$ cat src/rtl/morse_pkg.sv
// Shared types and constants for the Morse generator: FSM states, timing
// multipliers (in Morse units) and the character lookup result.
package morse_pkg;

    typedef enum logic [2:0] {
        IDLE,
        MARCA,
        PAUSA_SIMB,
        PAUSA_CAR,
        PAUSA_ESP
    } estado_e;

    localparam int unsigned DOT      = 1;
    localparam int unsigned DASH     = 3;
    localparam int unsigned GAP_SIMB = 1;
    localparam int unsigned GAP_CAR  = 3;
    localparam int unsigned GAP_ESP  = 4;

    localparam logic [6:0] ASCII_ESPACIO = 7'h20;
    localparam int         PAT_W         = 5;

    // pat[0] is the first symbol to send; 1 = dash, 0 = dot.
    typedef struct packed {
        logic             ok;
        logic             esp;
        logic [2:0]       len;
        logic [PAT_W-1:0] pat;
    } simbolo_t;

endpackage

$ cat src/rtl/tabla_morse.sv
// Combinational ASCII -> Morse lookup with case folding. Space is reported
// as supported (ok=1, esp=1) but carries no symbols.
module tabla_morse
    import morse_pkg::*;
(
    input  logic [6:0] caracter_i,
    output simbolo_t   simbolo_o
);

    logic [6:0]       letra;
    logic [2:0]       len;
    logic [PAT_W-1:0] seq;

    // seq is written in reading order (first symbol in the MSB) for legibility;
    // it is bit-reversed below so pat[0] is the first symbol.
    always_comb begin
        letra = caracter_i;
        if (caracter_i >= 7'h61 && caracter_i <= 7'h7A) begin
            letra = caracter_i - 7'h20;
        end
        len = 3'd0;
        seq = 5'b00000;
        case (letra)
            7'h41: {len, seq} = {3'd2, 5'b01000};
            7'h42: {len, seq} = {3'd4, 5'b10000};
            7'h43: {len, seq} = {3'd4, 5'b10100};
            7'h44: {len, seq} = {3'd3, 5'b10000};
            7'h45: {len, seq} = {3'd1, 5'b00000};
            7'h46: {len, seq} = {3'd4, 5'b00100};
            7'h47: {len, seq} = {3'd3, 5'b11000};
            7'h48: {len, seq} = {3'd4, 5'b00000};
            7'h49: {len, seq} = {3'd2, 5'b00000};
            7'h4A: {len, seq} = {3'd4, 5'b01110};
            7'h4B: {len, seq} = {3'd3, 5'b10100};
            7'h4C: {len, seq} = {3'd4, 5'b01000};
            7'h4D: {len, seq} = {3'd2, 5'b11000};
            7'h4E: {len, seq} = {3'd2, 5'b10000};
            7'h4F: {len, seq} = {3'd3, 5'b11100};
            7'h50: {len, seq} = {3'd4, 5'b01100};
            7'h51: {len, seq} = {3'd4, 5'b11010};
            7'h52: {len, seq} = {3'd3, 5'b01000};
            7'h53: {len, seq} = {3'd3, 5'b00000};
            7'h54: {len, seq} = {3'd1, 5'b10000};
            7'h55: {len, seq} = {3'd3, 5'b00100};
            7'h56: {len, seq} = {3'd4, 5'b00010};
            7'h57: {len, seq} = {3'd3, 5'b01100};
            7'h58: {len, seq} = {3'd4, 5'b10010};
            7'h59: {len, seq} = {3'd4, 5'b10110};
            7'h5A: {len, seq} = {3'd4, 5'b11000};
            7'h30: {len, seq} = {3'd5, 5'b11111};
            7'h31: {len, seq} = {3'd5, 5'b01111};
            7'h32: {len, seq} = {3'd5, 5'b00111};
            7'h33: {len, seq} = {3'd5, 5'b00011};
            7'h34: {len, seq} = {3'd5, 5'b00001};
            7'h35: {len, seq} = {3'd5, 5'b00000};
            7'h36: {len, seq} = {3'd5, 5'b10000};
            7'h37: {len, seq} = {3'd5, 5'b11000};
            7'h38: {len, seq} = {3'd5, 5'b11100};
            7'h39: {len, seq} = {3'd5, 5'b11110};
            default: {len, seq} = {3'd0, 5'b00000};
        endcase

        simbolo_o.esp = (letra == ASCII_ESPACIO);
        simbolo_o.ok  = (len != 3'd0) || (letra == ASCII_ESPACIO);
        simbolo_o.len = len;
        for (int i = 0; i < PAT_W; i++) begin
            simbolo_o.pat[i] = seq[PAT_W-1-i];
        end
    end

endmodule

$ cat src/rtl/generador_morse.sv
// Converts one accepted ASCII character into timed Morse keying on salida.
// All outputs are registered; reset asynchronously silences the key.
module generador_morse
    import morse_pkg::*;
#(
    parameter int unsigned UNIT_CYCLES = 12000000,
    parameter int unsigned TMR_W       = 26
) (
    input  logic       clk,
    input  logic       rst_n,
    input  logic [6:0] caracter,
    input  logic       valido,
    output logic       listo,
    output logic       salida,
    output logic       ocupado,
    output logic       error
);

    localparam logic [TMR_W-1:0] T_DOT      = TMR_W'(DOT * UNIT_CYCLES - 1);
    localparam logic [TMR_W-1:0] T_DASH     = TMR_W'(DASH * UNIT_CYCLES - 1);
    localparam logic [TMR_W-1:0] T_GAP_SIMB = TMR_W'(GAP_SIMB * UNIT_CYCLES - 1);
    localparam logic [TMR_W-1:0] T_GAP_CAR  = TMR_W'(GAP_CAR * UNIT_CYCLES - 1);
    localparam logic [TMR_W-1:0] T_GAP_ESP  = TMR_W'(GAP_ESP * UNIT_CYCLES - 1);

    estado_e          estado_q;
    logic [TMR_W-1:0] timer_q;
    logic [2:0]       len_q;
    logic [PAT_W-1:0] pat_q;
    logic             listo_q;
    logic             salida_q;
    logic             ocupado_q;
    logic             error_q;

    simbolo_t         simbolo;
    logic [PAT_W-1:0] patNext_d;

    tabla_morse u_tabla (
        .caracter_i (caracter),
        .simbolo_o  (simbolo)
    );

    assign patNext_d = pat_q >> 1;

    // Every state loads its full duration minus one on entry and leaves on the
    // cycle the timer hits zero, so durations are exact multiples of the unit.
    always_ff @(posedge clk or negedge rst_n) begin
        if (!rst_n) begin
            estado_q  <= IDLE;
            timer_q   <= '0;
            len_q     <= '0;
            pat_q     <= '0;
            listo_q   <= 1'b1;
            salida_q  <= 1'b0;
            ocupado_q <= 1'b0;
            error_q   <= 1'b0;
        end else begin
            error_q <= 1'b0;
            case (estado_q)
                IDLE: begin
                    if (valido) begin
                        if (simbolo.esp) begin
                            estado_q  <= PAUSA_ESP;
                            timer_q   <= T_GAP_ESP;
                            listo_q   <= 1'b0;
                            ocupado_q <= 1'b1;
                        end else if (simbolo.ok) begin
                            estado_q  <= MARCA;
                            timer_q   <= simbolo.pat[0] ? T_DASH : T_DOT;
                            len_q     <= simbolo.len;
                            pat_q     <= simbolo.pat;
                            salida_q  <= 1'b1;
                            listo_q   <= 1'b0;
                            ocupado_q <= 1'b1;
                        end else begin
                            error_q <= 1'b1;
                        end
                    end
                end
                MARCA: begin
                    if (timer_q == '0) begin
                        salida_q <= 1'b0;
                        if (len_q > 3'd1) begin
                            estado_q <= PAUSA_SIMB;
                            timer_q  <= T_GAP_SIMB;
                        end else begin
                            estado_q <= PAUSA_CAR;
                            timer_q  <= T_GAP_CAR;
                        end
                    end else begin
                        timer_q <= timer_q - 1'b1;
                    end
                end
                PAUSA_SIMB: begin
                    if (timer_q == '0) begin
                        estado_q <= MARCA;
                        pat_q    <= patNext_d;
                        len_q    <= len_q - 3'd1;
                        timer_q  <= patNext_d[0] ? T_DASH : T_DOT;
                        salida_q <= 1'b1;
                    end else begin
                        timer_q <= timer_q - 1'b1;
                    end
                end
                PAUSA_CAR, PAUSA_ESP: begin
                    if (timer_q == '0) begin
                        estado_q  <= IDLE;
                        listo_q   <= 1'b1;
                        ocupado_q <= 1'b0;
                    end else begin
                        timer_q <= timer_q - 1'b1;
                    end
                end
                default: begin
                    estado_q  <= IDLE;
                    salida_q  <= 1'b0;
                    listo_q   <= 1'b1;
                    ocupado_q <= 1'b0;
                end
            endcase
        end
    end

    assign listo   = listo_q;
    assign salida  = salida_q;
    assign ocupado = ocupado_q;
    assign error   = error_q;

endmodule

$ cat config.mk
export PLATFORM = sky130hd
export DESIGN_NAME = generador_morse
export DESIGN_NICKNAME = d
export VERILOG_FILES = /design/src/rtl/morse_pkg.sv /design/src/rtl/tabla_morse.sv /design/src/rtl/generador_morse.sv
export SDC_FILE = /design/constraint.sdc
export NUM_CORES = 1
export LEC_CHECK = 0
export ABC_AREA = 1
export CAP_MARGIN = 20
export CELL_PAD_IN_SITES_DETAIL_PLACEMENT = 1
export CELL_PAD_IN_SITES_GLOBAL_PLACEMENT = 1
export CORE_MARGIN = 8
export CORE_UTILIZATION = 45
export DETAILED_ROUTE_END_ITERATION = 7
export PLACE_DENSITY = 0.89
export SYNTH_ARGS = -nofsm -noshare
export SYNTH_HDL_FRONTEND = slang
export SYNTH_SLANG_ARGS = --single-unit
$ cat constraint.sdc
create_clock -name clk -period 2.39 [get_ports clk]
set_input_delay 0.5975 -clock clk [delete_from_list [all_inputs] [get_ports clk]]
set_output_delay 0.5975 -clock clk [all_outputs]
set_load 0.02 [all_outputs]
==> impl_metrics.tcl <==
set metrics [dict create \
    num_antenna_cells 0 \
    synth_top_family_by_area "simple AND/OR/NAND/NOR gates" \
    setup_viol 17 \
    cts_buffers 5 \
    die_w_um 105 \
    htree_num_levels 2 \
    tns_ps -848 \
    top_layer_used "met4" \
    status "complete, but fails checks" \
    crit_required_ps 2620 \
    path_cells "clkdlybuf4s15_1 > buf_6 > buf_4 > nor3_1 > nand2_1 > nand3_2 > nand3_4 > nand2_2 > nor2_4 > nand2_4 > buf_6 > nand4_1 > nand2_4" \
    hpwlAfterDp_um 9680 \
    wl_per_cell_um 26.0 \
    dp_cells 715 \
    violations "negative setup slack" \
    rr_startpoint "timer_q[9]$_DFFE_PN0P_" \
    powerDensity_nw_per_um2 1180 \
    cp_top_family "simple AND/OR/NAND/NOR gates" \
    cp-endpoint "timer_q[12]$_DFFE_PN0P_" \
    cp-start-kind "primary input" \
    p_leak_nw 2.39 \
    synth_nets 567 \
    final_area_sq_um 4860 \
    syn_area_per_cell_sq_um 6.56 \
    ys_seq_area_share_pct 28.0 \
    slowest_delay_ps 330 \
    ir_drop_uv 621 \
    route.detailed.drc 0 \
    period_needed_ps 2630 \
    synthArstFlopShare_pct 100 \
    critical_path.slowest_cell "nor3_1" \
    fin_util_pct 63.0 \
    path_clk_slew_ps 110 \
    drt_iter0_drc 367 \
    grtUsageTotal_pct 27.5 \
    clk-insertion-delay-late_ps 320 \
    vias 4858 \
    synth-simple-area-share_pct 49.6 \
    wl_um 19400 \
    cp-startpoint "caracter[4]" \
    cp-end-kind "flop" \
    postRouteAntennaNets 0 \
    n_fill_cell 1005 \
    design.portCount 14 \
    final_cell_mix "nand2_1 (179), buf_4 (83), nor2_1 (50), nand3_1 (42), nand4_1 (39)" \
    dr_wl_met2_um 9310 \
    cts_root_buf "clkbuf_8" \
    start_util_pct 46.4 \
    grt-ovfl-total 0 \
    crit_buf_inv 4 \
    ys.flop_type "dfrtp_1" \
    grt_max_degree 27 \
    rr_endpoint "timer_q[23]$_DFFE_PN0P_" \
    hold_class "primary input to asynchronous set/reset pin" \
    ff2ff_path_depth 11 \
    hold_viol 0 \
    critPathKind "primary input to flop" \
    synthesis.area_sq_um 3580 \
    ys_seq_elements 40 \
    synth.area.mux_share_pct 0.279 \
    synth.distinct_cells 39 \
    place_area_sq_um 4270 \
    place_ws_ps -635 \
    clock_sinks 40 \
    areaGrowthSynthToFinish_pct 35.8 \
    finalWeightedCongestion 0.893 \
    holdWs_ps 246 \
    synth-xor-area-share_pct 4.89 \
    reg2reg_slack_ps -180 \
    yosys_warnings 0 \
    rows 32 \
    layout.nets 663 \
    die_h_um 105 \
    firstDrtPassIters 5 \
    cts_tree "yes" \
    synthAdderAreaFrac_pct 3.84 \
    slew_violations 0 \
    fin_crit_sh_pct 110 \
    dieArea_sq_um 11100 \
    grt_pass1_vias 4866 \
    routed_via_density 6.52 \
    synth_edf_count 0 \
    coreArea_sq_um 7730 \
    final.setup.worst_slack_ps -236 \
    crit_arrival_ps 2860 \
    crit_cells 13 \
    grt_pass1_wl_um 24700 \
    skew_ps 17.7 \
    syn_inst 546 \
    path_max_fanout 8 \
    synth-compound-area-share_pct 5.87 \
    final_cells 745 \
    met3_length_um 1610 \
    regArea_sq_um 1000 \
    drive_gt1_share_pct 29.4 \
    wl_met1_um 6650 \
    fmax_mhz 381 \
    cts.path.max_buffers 2 \
    mostFrequentLayoutCell "nand2_1" \
    port_buffers 13 \
    max_slew_margin_pct 62.7 \
    cap_violations 0 \
    p_total_mw 5.73 \
    antenna_found_initial 0 \
    worst_pin_slew_ps 560 \
    multi_input_area_sq_um 2570 \
]
kinds of logic after synthesis:
kind of cell               after synthesis
adders and majority gates               11
muxes                                    1
buffers and inverters                   58
xor gates and xnor gates                20
AOI/OAI and AO/OA                       36
DFF                                     40
and+or+nand+nor                        380
cell type report:
| cell class | instances | share of cell area (%) |
|---|---|---|
| Multi-Input combinational cell | 449 | 52.9 |
| Sequential cell | 40 | 20.7 |
| Timing Repair Buffer | 105 | 18.0 |
| Inverter | 41 | 3.50 |
| Tap cell | 102 | 2.62 |
| Clock buffer | 5 | 1.41 |
| Clock inverter | 3 | 0.952 |
timing repair:
action / CTS / global route
resized for setup: 36 / 65
endpoints found under the setup margin: 40 / 40
pin swaps: 9 / 19
gates cloned: 1 / 3
setup buffers: 8 / 10
hold buffers: 0 / 0
layer usage:
layer	track usage, %	up-vias
li1	-	1990
met1	28.3	2335
met2	49.6	366
met3	5.05	167
met4	19.2	0
met5	0	-
how the worst min path moves through the flow:
stage	from	slack, ps	endpoint
2_1_floorplan	rst_n	300	error$_DFF_PN0_
3_3_place_gp	len_q[0]$_DFFE_PN0P_	460	len_q[0]$_DFFE_PN0P_
3_5_place_dp	salida$_DFFE_PN0P_	470	salida$_DFFE_PN0P_
4_1_cts	rst_n	270	estado_q[2]$_DFFE_PN0P_
5_1_grt	rst_n	270	timer_q[9]$_DFFE_PN0P_
6_report	rst_n	250	timer_q[3]$_DFFE_PN0P_
report_power, final:
| part | switching (mW) | internal (mW) | total (mW) |
|---|---|---|---|
| clock network | 0.307 | 0.315 | 0.622 |
| registers | 0.373 | 0.946 | 1.32 |
| logic | 2.49 | 1.30 | 3.79 |
| total | 3.17 | 2.56 | 5.73 |
Yosys cell counts, types with 6 or more instances:
cell type,n,area (sq um)
xnor2_1,10,87.6
nand2_2,11,68.8
nand2_4,7,78.8
nand4_1,39,244
nor2_1,60,225
nor3_1,6,30.0
nand3_1,50,250
buf_2,7,35.0
a21oi_1,10,50.1
nand3_2,6,60.1
o21ai_0,14,70.1
ha_1,11,138
xor2_1,10,87.6
nand2_1,189,709
inv_1,37,139
dfrtp_1,39,976
flip-flops by register name (all words and copies together), names as in the netlist:
| signal | flops |
|---|---|
| error | 1 |
| estado_q | 3 |
| len_q | 3 |
| listo | 1 |
| ocupado | 1 |
| pat_q | 4 |
| salida | 1 |
| timer_q | 26 |
No activity file was read; power rests on OpenSTA's default activity.
